## config.mk

```make
export PLATFORM = sky130hd
export DESIGN_NAME = uart_frame_assembler
export DESIGN_NICKNAME = d
export VERILOG_FILES = /design/src/rtl/uart_frame_assembler.sv
export SDC_FILE = /design/constraint.sdc
export NUM_CORES = 1
export LEC_CHECK = 0
export CAP_MARGIN = 20
export CORE_ASPECT_RATIO = 1.25
export CORE_MARGIN = 1.5
export CORE_UTILIZATION = 40
export CTS_BUF_LIST = sky130_fd_sc_hd__clkbuf_16
export CTS_CLUSTER_DIAMETER = 200
export DETAILED_ROUTE_END_ITERATION = 10
export SKIP_CTS_REPAIR_TIMING = 1
export SLEW_MARGIN = 20
export SYNTH_ARGS = -nofsm -noshare
export SYNTH_HDL_FRONTEND = slang
export SYNTH_SLANG_ARGS = --single-unit
```

## constraint.sdc

```tcl
create_clock -name clk -period 2 [get_ports clk]
set_input_delay 0.4 -clock clk [delete_from_list [all_inputs] [get_ports clk]]
set_output_delay 0.4 -clock clk [all_outputs]
set_load 0.05 [all_outputs]
```

## src/rtl/uart_frame_assembler.sv

```systemverilog
// uart_frame_assembler: packs a UART byte stream into {cmd, payload} frames
// and queues the completed frames for the command processor. A partial
// frame that stalls for TIMEOUT_CYC idle cycles is dropped.
module uart_frame_assembler #(
  parameter int DATA_BYTES  = 2,
  parameter int FIFO_DEPTH  = 2,
  parameter int TIMEOUT_CYC = 50000
) (
  input  logic                            clk,
  input  logic                            rst_n,
  input  logic                            rx_rdy,
  input  logic [7:0]                      rx_data,
  output logic                            clr_rx_rdy,
  output logic                            cmd_rdy,
  output logic [7:0]                      cmd,
  output logic [8*DATA_BYTES-1:0]         data,
  input  logic                            clr_cmd_rdy,
  output logic [$clog2(FIFO_DEPTH+1)-1:0] frames,
  output logic                            frame_err,
  output logic                            overflow
);

  localparam int PW = 8 * DATA_BYTES;
  localparam int FW = PW + 8;
  localparam int IW = (DATA_BYTES > 1) ? $clog2(DATA_BYTES) : 1;
  localparam int TW = (TIMEOUT_CYC > 1) ? $clog2(TIMEOUT_CYC) : 1;
  localparam int AW = $clog2(FIFO_DEPTH);
  localparam int CW = $clog2(FIFO_DEPTH + 1);

  localparam logic [IW-1:0] IDX_LAST = IW'(DATA_BYTES - 1);
  localparam logic [TW-1:0] TMO_LAST = TW'((TIMEOUT_CYC > 0) ? TIMEOUT_CYC - 1 : 0);
  localparam logic [CW-1:0] CNT_FULL = CW'(FIFO_DEPTH);

  typedef enum logic {IDLE, PAYLOAD} state_t;

  state_t          state;
  logic [IW-1:0]   idx;
  logic [TW-1:0]   tmo_cnt;
  logic [7:0]      cmd_q;
  logic [PW-1:0]   payload_q;
  logic [PW-1:0]   payload_nxt;
  logic            push;
  logic            tmo_fire;
  logic [FW-1:0]   push_word;

  logic [FW-1:0]   mem [FIFO_DEPTH];
  logic [AW-1:0]   wr_ptr;
  logic [AW-1:0]   rd_ptr;
  logic [CW-1:0]   count;
  logic [FW-1:0]   hold_q;
  logic [FW-1:0]   head;
  logic            pop;
  logic            full;
  logic            do_push;

  // The UART is never back-pressured: every offered byte is consumed.
  assign clr_rx_rdy = rx_rdy;

  // Byte shift, frame completion and timeout detection.
  always_comb begin
    payload_nxt = (payload_q << 8) | PW'(rx_data);
    push        = (state == PAYLOAD) && rx_rdy && (idx == IDX_LAST);
    push_word   = {cmd_q, payload_nxt};
    tmo_fire    = (TIMEOUT_CYC != 0) && (state == PAYLOAD) && !rx_rdy &&
                  (tmo_cnt == TMO_LAST);
  end

  // Frame assembly FSM with idle timeout and registered error pulse.
  always_ff @(posedge clk or negedge rst_n) begin
    if (!rst_n) begin
      state     <= IDLE;
      idx       <= '0;
      tmo_cnt   <= '0;
      cmd_q     <= '0;
      payload_q <= '0;
      frame_err <= 1'b0;
    end else begin
      frame_err <= 1'b0;
      case (state)
        IDLE: begin
          tmo_cnt <= '0;
          if (rx_rdy) begin
            cmd_q <= rx_data;
            idx   <= '0;
            state <= PAYLOAD;
          end
        end
        PAYLOAD: begin
          if (rx_rdy) begin
            payload_q <= payload_nxt;
            tmo_cnt   <= '0;
            idx       <= idx + 1'b1;
            if (idx == IDX_LAST) state <= IDLE;
          end else if (tmo_fire) begin
            tmo_cnt   <= '0;
            frame_err <= 1'b1;
            state     <= IDLE;
          end else if (TIMEOUT_CYC != 0) begin
            tmo_cnt <= tmo_cnt + 1'b1;
          end
        end
        default: state <= IDLE;
      endcase
    end
  end

  // A pop needs a stored frame; a push into a full FIFO only lands if a pop frees a slot.
  always_comb begin
    pop     = clr_cmd_rdy && (count != '0);
    full    = (count == CNT_FULL);
    do_push = push && (!full || pop);
  end

  // Frame FIFO storage, pointers, occupancy and overflow pulse.
  always_ff @(posedge clk or negedge rst_n) begin
    if (!rst_n) begin
      for (int unsigned i = 0; i < unsigned'(FIFO_DEPTH); i++) mem[i] <= '0;
      wr_ptr   <= '0;
      rd_ptr   <= '0;
      count    <= '0;
      hold_q   <= '0;
      overflow <= 1'b0;
    end else begin
      overflow <= push && full && !pop;
      if (do_push) begin
        mem[wr_ptr] <= push_word;
        wr_ptr      <= wr_ptr + 1'b1;
      end
      if (pop) begin
        hold_q <= mem[rd_ptr];
        rd_ptr <= rd_ptr + 1'b1;
      end
      case ({do_push, pop})
        2'b10:   count <= count + 1'b1;
        2'b01:   count <= count - 1'b1;
        default: count <= count;
      endcase
    end
  end

  // Once empty, the outputs keep showing the frame that was popped last.
  always_comb begin
    head    = (count != '0) ? mem[rd_ptr] : hold_q;
    cmd     = head[FW-1 -: 8];
    data    = head[PW-1:0];
    cmd_rdy = (count != '0);
    frames  = count;
  end

endmodule

```

==> run metrics, run 1 <==
dpl hpwl 5960 µm; number of buffers created by CTS 9; worst min path class input port to asynchronous set/reset pin; Synth Area in Adders 0.515%; post-route DRC violation count 0; antenna-violating nets left 0; Final Hold Viols 0; Clock transition at path regs 0.07 ns; slew at the pin with the worst max-slew slack 0.548 ns; 1st-pass router iterations 4; area of the multi-input gates 2270 µm²; Yosys top cell by area dfrtp_1; number of synthesized register bits 112; CTS tree done; die area 12800 µm²; compound-cell area share of the yosys netlist 5.51%; final worst path period need 2.08 ns; Post-synth EDFFs 0; proportion of synthesized area in mux cells 20.0%; Worst EP required 1.60 ns; Sink Count 112; Total GRT Usage 15.5%; vias in the first global route 3209; CTS Root Buffer Type clkbuf_16; post-synth top area share 57.7%; top post-synthesis cells by area dfrtp_1, mux2_2, mux2i_1; Final setup viols 23; ys async rst share 100%; warnings from Yosys 0; failing checks setup timing; Synth Area in XOR/XNOR 3.43%; CP startpoint kind flop; Worst EP arrival 1.68 ns; Primary FF master, synth dfrtp_1; RSZ-0062 raised after global routing true; antenna cells 0; register area share after synthesis 57.7%; Rel. slew slack 63.5%; post-place instance area 6030 µm²; critical path class flop to output port; status finished, violations left; PortBufs 41; Fmax 481 MHz; # nets final 473; Final Cycle Share 104%; # IOs 42; combinational family with the most area after synthesis multiplexers; Mapped Nets 419; crit end category output port; DR WL/cell 15.8 µm; maximum fanout along the worst path 12; via count 3079; total grt overflow 0; Slew Viols, Final 0; CTS Buffer Depth 2; vias per cell 4.93; Final Worst Setup Slack -0.0775 ns; core area 11700 µm²; die width 102 µm; H-Tree Depth 3; die height 126 µm; register area 2810 µm²; clk_skew 0.00681 ns; RD Place Congestion 0.789; Post-Synthesis Cells 405; total routed wirelength 9870 µm; Finished Cell Area 6550 µm²; first-pass GRT wire length 15400 µm; Area Growth Syn to Fin 34.9%; DR iter-0 viols 77; worst skew pair latency 0.34 ns; post-synthesis simple-gate area fraction 9.97%; fillcell total 1003; Initial Util 41.4%; Syn Std Cell Area 4860 µm²; share of layout cells above drive strength 1 39.3%; pin count of the biggest net entering global routing 102; Mapped Avg Cell Area 12.0 µm²; Site Rows 44; Max-Cap Viols 0; count of cell types in the netlist 32; initial antenna violation count 0
flip-flops by register name, summed over array words and instances, names as in the netlist, 2 cells and up:
name       flops
cmd_q          8
hold_q        24
payload_q      8
tmo_cnt       16
frames         2
mem           48
metal layers:
layer / share of wire, % / GRT usage (%) / vias to the layer above
li1: - / - / 1494
met1: 44 / 17.8 / 1544
met2: 52 / 27.7 / 35
met3: 2.7 / 3.39 / 6
met4: 0.90 / 5.56 / 0
met5: 0 / 0 / -
worst max-delay path, cell delays in order (launching register included):
cell	delay, ns
dfrtp_2	0.43
or2_4	0.32
clkbuf_16	0.22
nor2_2	0.15
a21oi_4	0.05
buf_12	0.15
logic make-up (layout without fill, tap and decap cells):
| kind of cell | count (synthesis) | after routing |
|---|---|---|
| xor+xnor | 19 | 19 |
| compound gates | 49 | 49 |
| mux | 89 | 89 |
| flops | 112 | 112 |
| buf+inv | 28 | 86 |
| simple gates | 106 | 106 |
| fa+ha+maj | 2 | 2 |
per-stage QoR:
stage | util [%] | TNS, ns | setup slack (ns) | hold slack (ns) | instances
after floorplan | - | -0.0146 | -0.00622 | 0.104 | 405
after global placement | 51.5 | -6.91 | -0.142 | 0.260 | 600
after detailed placement | 51.5 | -8.30 | -0.157 | 0.259 | 600
after CTS | 53.6 | -4.52 | -0.166 | -0.115 | 615
after global routing | 55.9 | -2.09 | -0.119 | 0.464 | 624
final | 55.9 | -0.896 | -0.0775 | 0.446 | 624
final timing paths:
kind	from	to	slack, ns	cells after the start
hold reg to reg	tmo_cnt[0]	tmo_cnt[0]	0.48	1
max in group asynchronous	rst_n	mem[41]	0.78	3
setup / recovery	frames[0]	cmd[4]	-0.08	5
min in group clk	tmo_cnt[0]	tmo_cnt[0]	0.48	1
hold / removal	rst_n	hold_q[5]	0.45	2
setup reg to reg	frames[1]	mem[41]	0.23	7
cells in the mapped netlist, types with 2 or more instances:
cell and instances:
xor2_1 2, ha_1 2, dfrtp_1 112, mux2_1 2, nand2_1 31, nor2b_1 2
nor4_1 5, clkbuf_1 10, buf_4 2, buf_1 3, a21oi_1 24, o21ai_0 24
xnor2_1 17, buf_6 3, nor3_1 3, mux2_2 62, nor2_1 46, nand3_1 6
nand4_1 3, or2_1 2, mux2i_1 25, buf_2 4, inv_1 6
cells in the final DEF (no fill, tap or decap), types with 3 or more instances in the layout:
master	instances
clkdlybuf4s50_1	13
mux2_2	62
mux2i_1	19
nor2_1	26
nor3_1	3
o21ai_0	24
nand2_1	31
nor2_4	7
a21oi_4	19
dfrtp_1	110
nor4_1	5
a21oi_2	5
nor2_2	14
clkbuf_16	11
mux2i_2	5
nand3_1	6
xnor2_1	17
inv_1	8
nand4_1	3
buf_4	12
buf_12	33
final cells by class:
class	instances	area share, %
Inverter	6	0.344
Tap cell	161	3.07
Timing Repair Buffer	65	15.3
Sequential cell	112	42.8
Clock inverter	6	0.458
Clock buffer	9	3.44
Multi-Input combinational cell	265	34.6
Power of run 1 is not shown: default switching activity piles up to over one toggle a cycle in this logic, so the estimate is an artifact.
==> run 2, diff against run 1 <==
Settings changed: HOLD_SLACK_MARGIN set to 0.15.
==> results of run 2 <==
Same layout as run 1: the final DEF is identical, and so are final timing and power.
Power of run 2 is left out for the same reason.
==> run 3, diff against run 2 <==
Clock period 2 ns to 1.7 ns, I/O delays scaled along.
==> run metrics, run 3 (synthesis gave the netlist of run 1 again) <==
status finished, violations left; failing checks setup timing; CP startpoint kind flop; initial antenna violation count 0; Initial Util 41.4%; worst reg2reg setup slack -0.22 ns; pin count of the biggest net entering global routing 50; dpl hpwl 6540 µm; H-Tree Depth 3; via count 3236; clk_skew 0.00897 ns; DR iter-0 viols 66; DR WL/cell 16.7 µm; most frequent cells in the layout dfrtp_1, mux2_2, buf_4, buf_12, nand2_1; die height 126 µm; Finished Cell Area 7010 µm²; most common cell after layout, fill and taps aside dfrtp_1; Area Growth Syn to Fin 44.3%; crit end category output port; biggest regs mem x48, hold_q x24, tmo_cnt x16; Largest Register mem; number of buffers created by CTS 9; Clock transition at path regs 0.07 ns; slew at the pin with the worst max-slew slack 0.454 ns; Rel. slew slack 69.7%; Final Cycle Share 115%; post-route DRC violation count 0; antenna cells 0; worst min path class input port to asynchronous set/reset pin; Fmax 510 MHz; core area 11700 µm²; R2R depth 6; Sink Count 112; CTS Buffer Depth 2; Final setup viols 91; total routed wirelength 10800 µm; PortBufs 41; vias per cell 5.00; Final Hold Viols 0; RSZ-0062 raised after global routing true; worst skew pair latency 0.34 ns; P per Cell Area 2270 nW/µm²; Slew Viols, Final 0; antenna-violating nets left 0; share of layout cells above drive strength 1 47.7%; VDD IR max 0.00162 V; # IOs 42; Site Rows 44; max reg flops 48; first-pass GRT wire length 16200 µm; critical path class flop to output port; maximum fanout along the worst path 17; Worst EP arrival 1.62 ns; hold_ws 0.492 ns; Worst EP required 1.36 ns; vias in the first global route 3329; post-place instance area 6230 µm²; Total GRT Usage 16.4%; Max-Cap Viols 0; RD Place Congestion 0.744; Pleak 2.93 nW; 1st-pass router iterations 4; Final Worst Setup Slack -0.261 ns; total grt overflow 0; # nets final 496; CTS Root Buffer Type clkbuf_16; CTS tree done; die area 12800 µm²; die width 102 µm; final worst path period need 1.96 ns
run 3: changes by cell type in the layout (fill, tap and decap cells not counted), moves of 3 or more:
cell / previous run / this run
clkdlybuf4s50_1: 13 / 10
a21oi_4: 19 / 24
nor2_4: 7 / 27
nor2_1: 26 / 7
buf_4: 12 / 34
clkbuf_16: 11 / 15
a21oi_2: 5 / 0
run 3: metal layers:
layer	share of wire, %	GRT usage (%)
met4	0.92	4.66
met3	2.2	3.22
met5	0	0
met2	54	29.3
met1	43	19.7
run 3: layout make-up:
cell class                 count  area (µm²)
clock buffer                   9         225
fill                         947        4720
clock inverter                 6        53.8
multi-input combinational    265        2450
tap                          161         201
inverter                       6        22.5
timing repair buffer          88        1250
sequential                   112        2810
run 3: final timing paths:
check / startpoint / to
max reg2reg: tmo_cnt[12] / tmo_cnt[2]
min: rst_n / hold_q[6]
max: frames[1] / cmd[7]
min in group clk: cmd_q[7] / mem[23]
min reg2reg: cmd_q[7] / mem[23]
max in group asynchronous: rst_n / tmo_cnt[10]
run 3: worst max-delay path, stage by stage (launching register included):
cell	delay (ns)
dfrtp_2	0.40
or2_4	0.32
buf_16	0.20
nor2_2	0.14
a21oi_4	0.05
buf_12	0.15
run 3: power breakdown:
group	switching [mW]	total (mW)	internal [mW]
Combinational	4.98	9.56	4.58
Sequential	0.660	4.31	3.65
Clock	0.888	2.00	1.12
run 3: through the flow:
step                      TNS, ns  worst slack, ns  power, mW  utilization (%)  std cells
after floorplan             -8.06           -0.218       9.58                -        405
after global placement     -25.38           -0.389       13.0             53.2        618
after detailed placement   -27.33           -0.466       13.2             53.2        618
after CTS                  -15.97           -0.447       15.2             55.5        633
after global routing       -15.66           -0.316       16.6             59.8        647
final                      -11.76           -0.261       15.9             59.8        647
No activity file was read; power rests on OpenSTA's default activity.
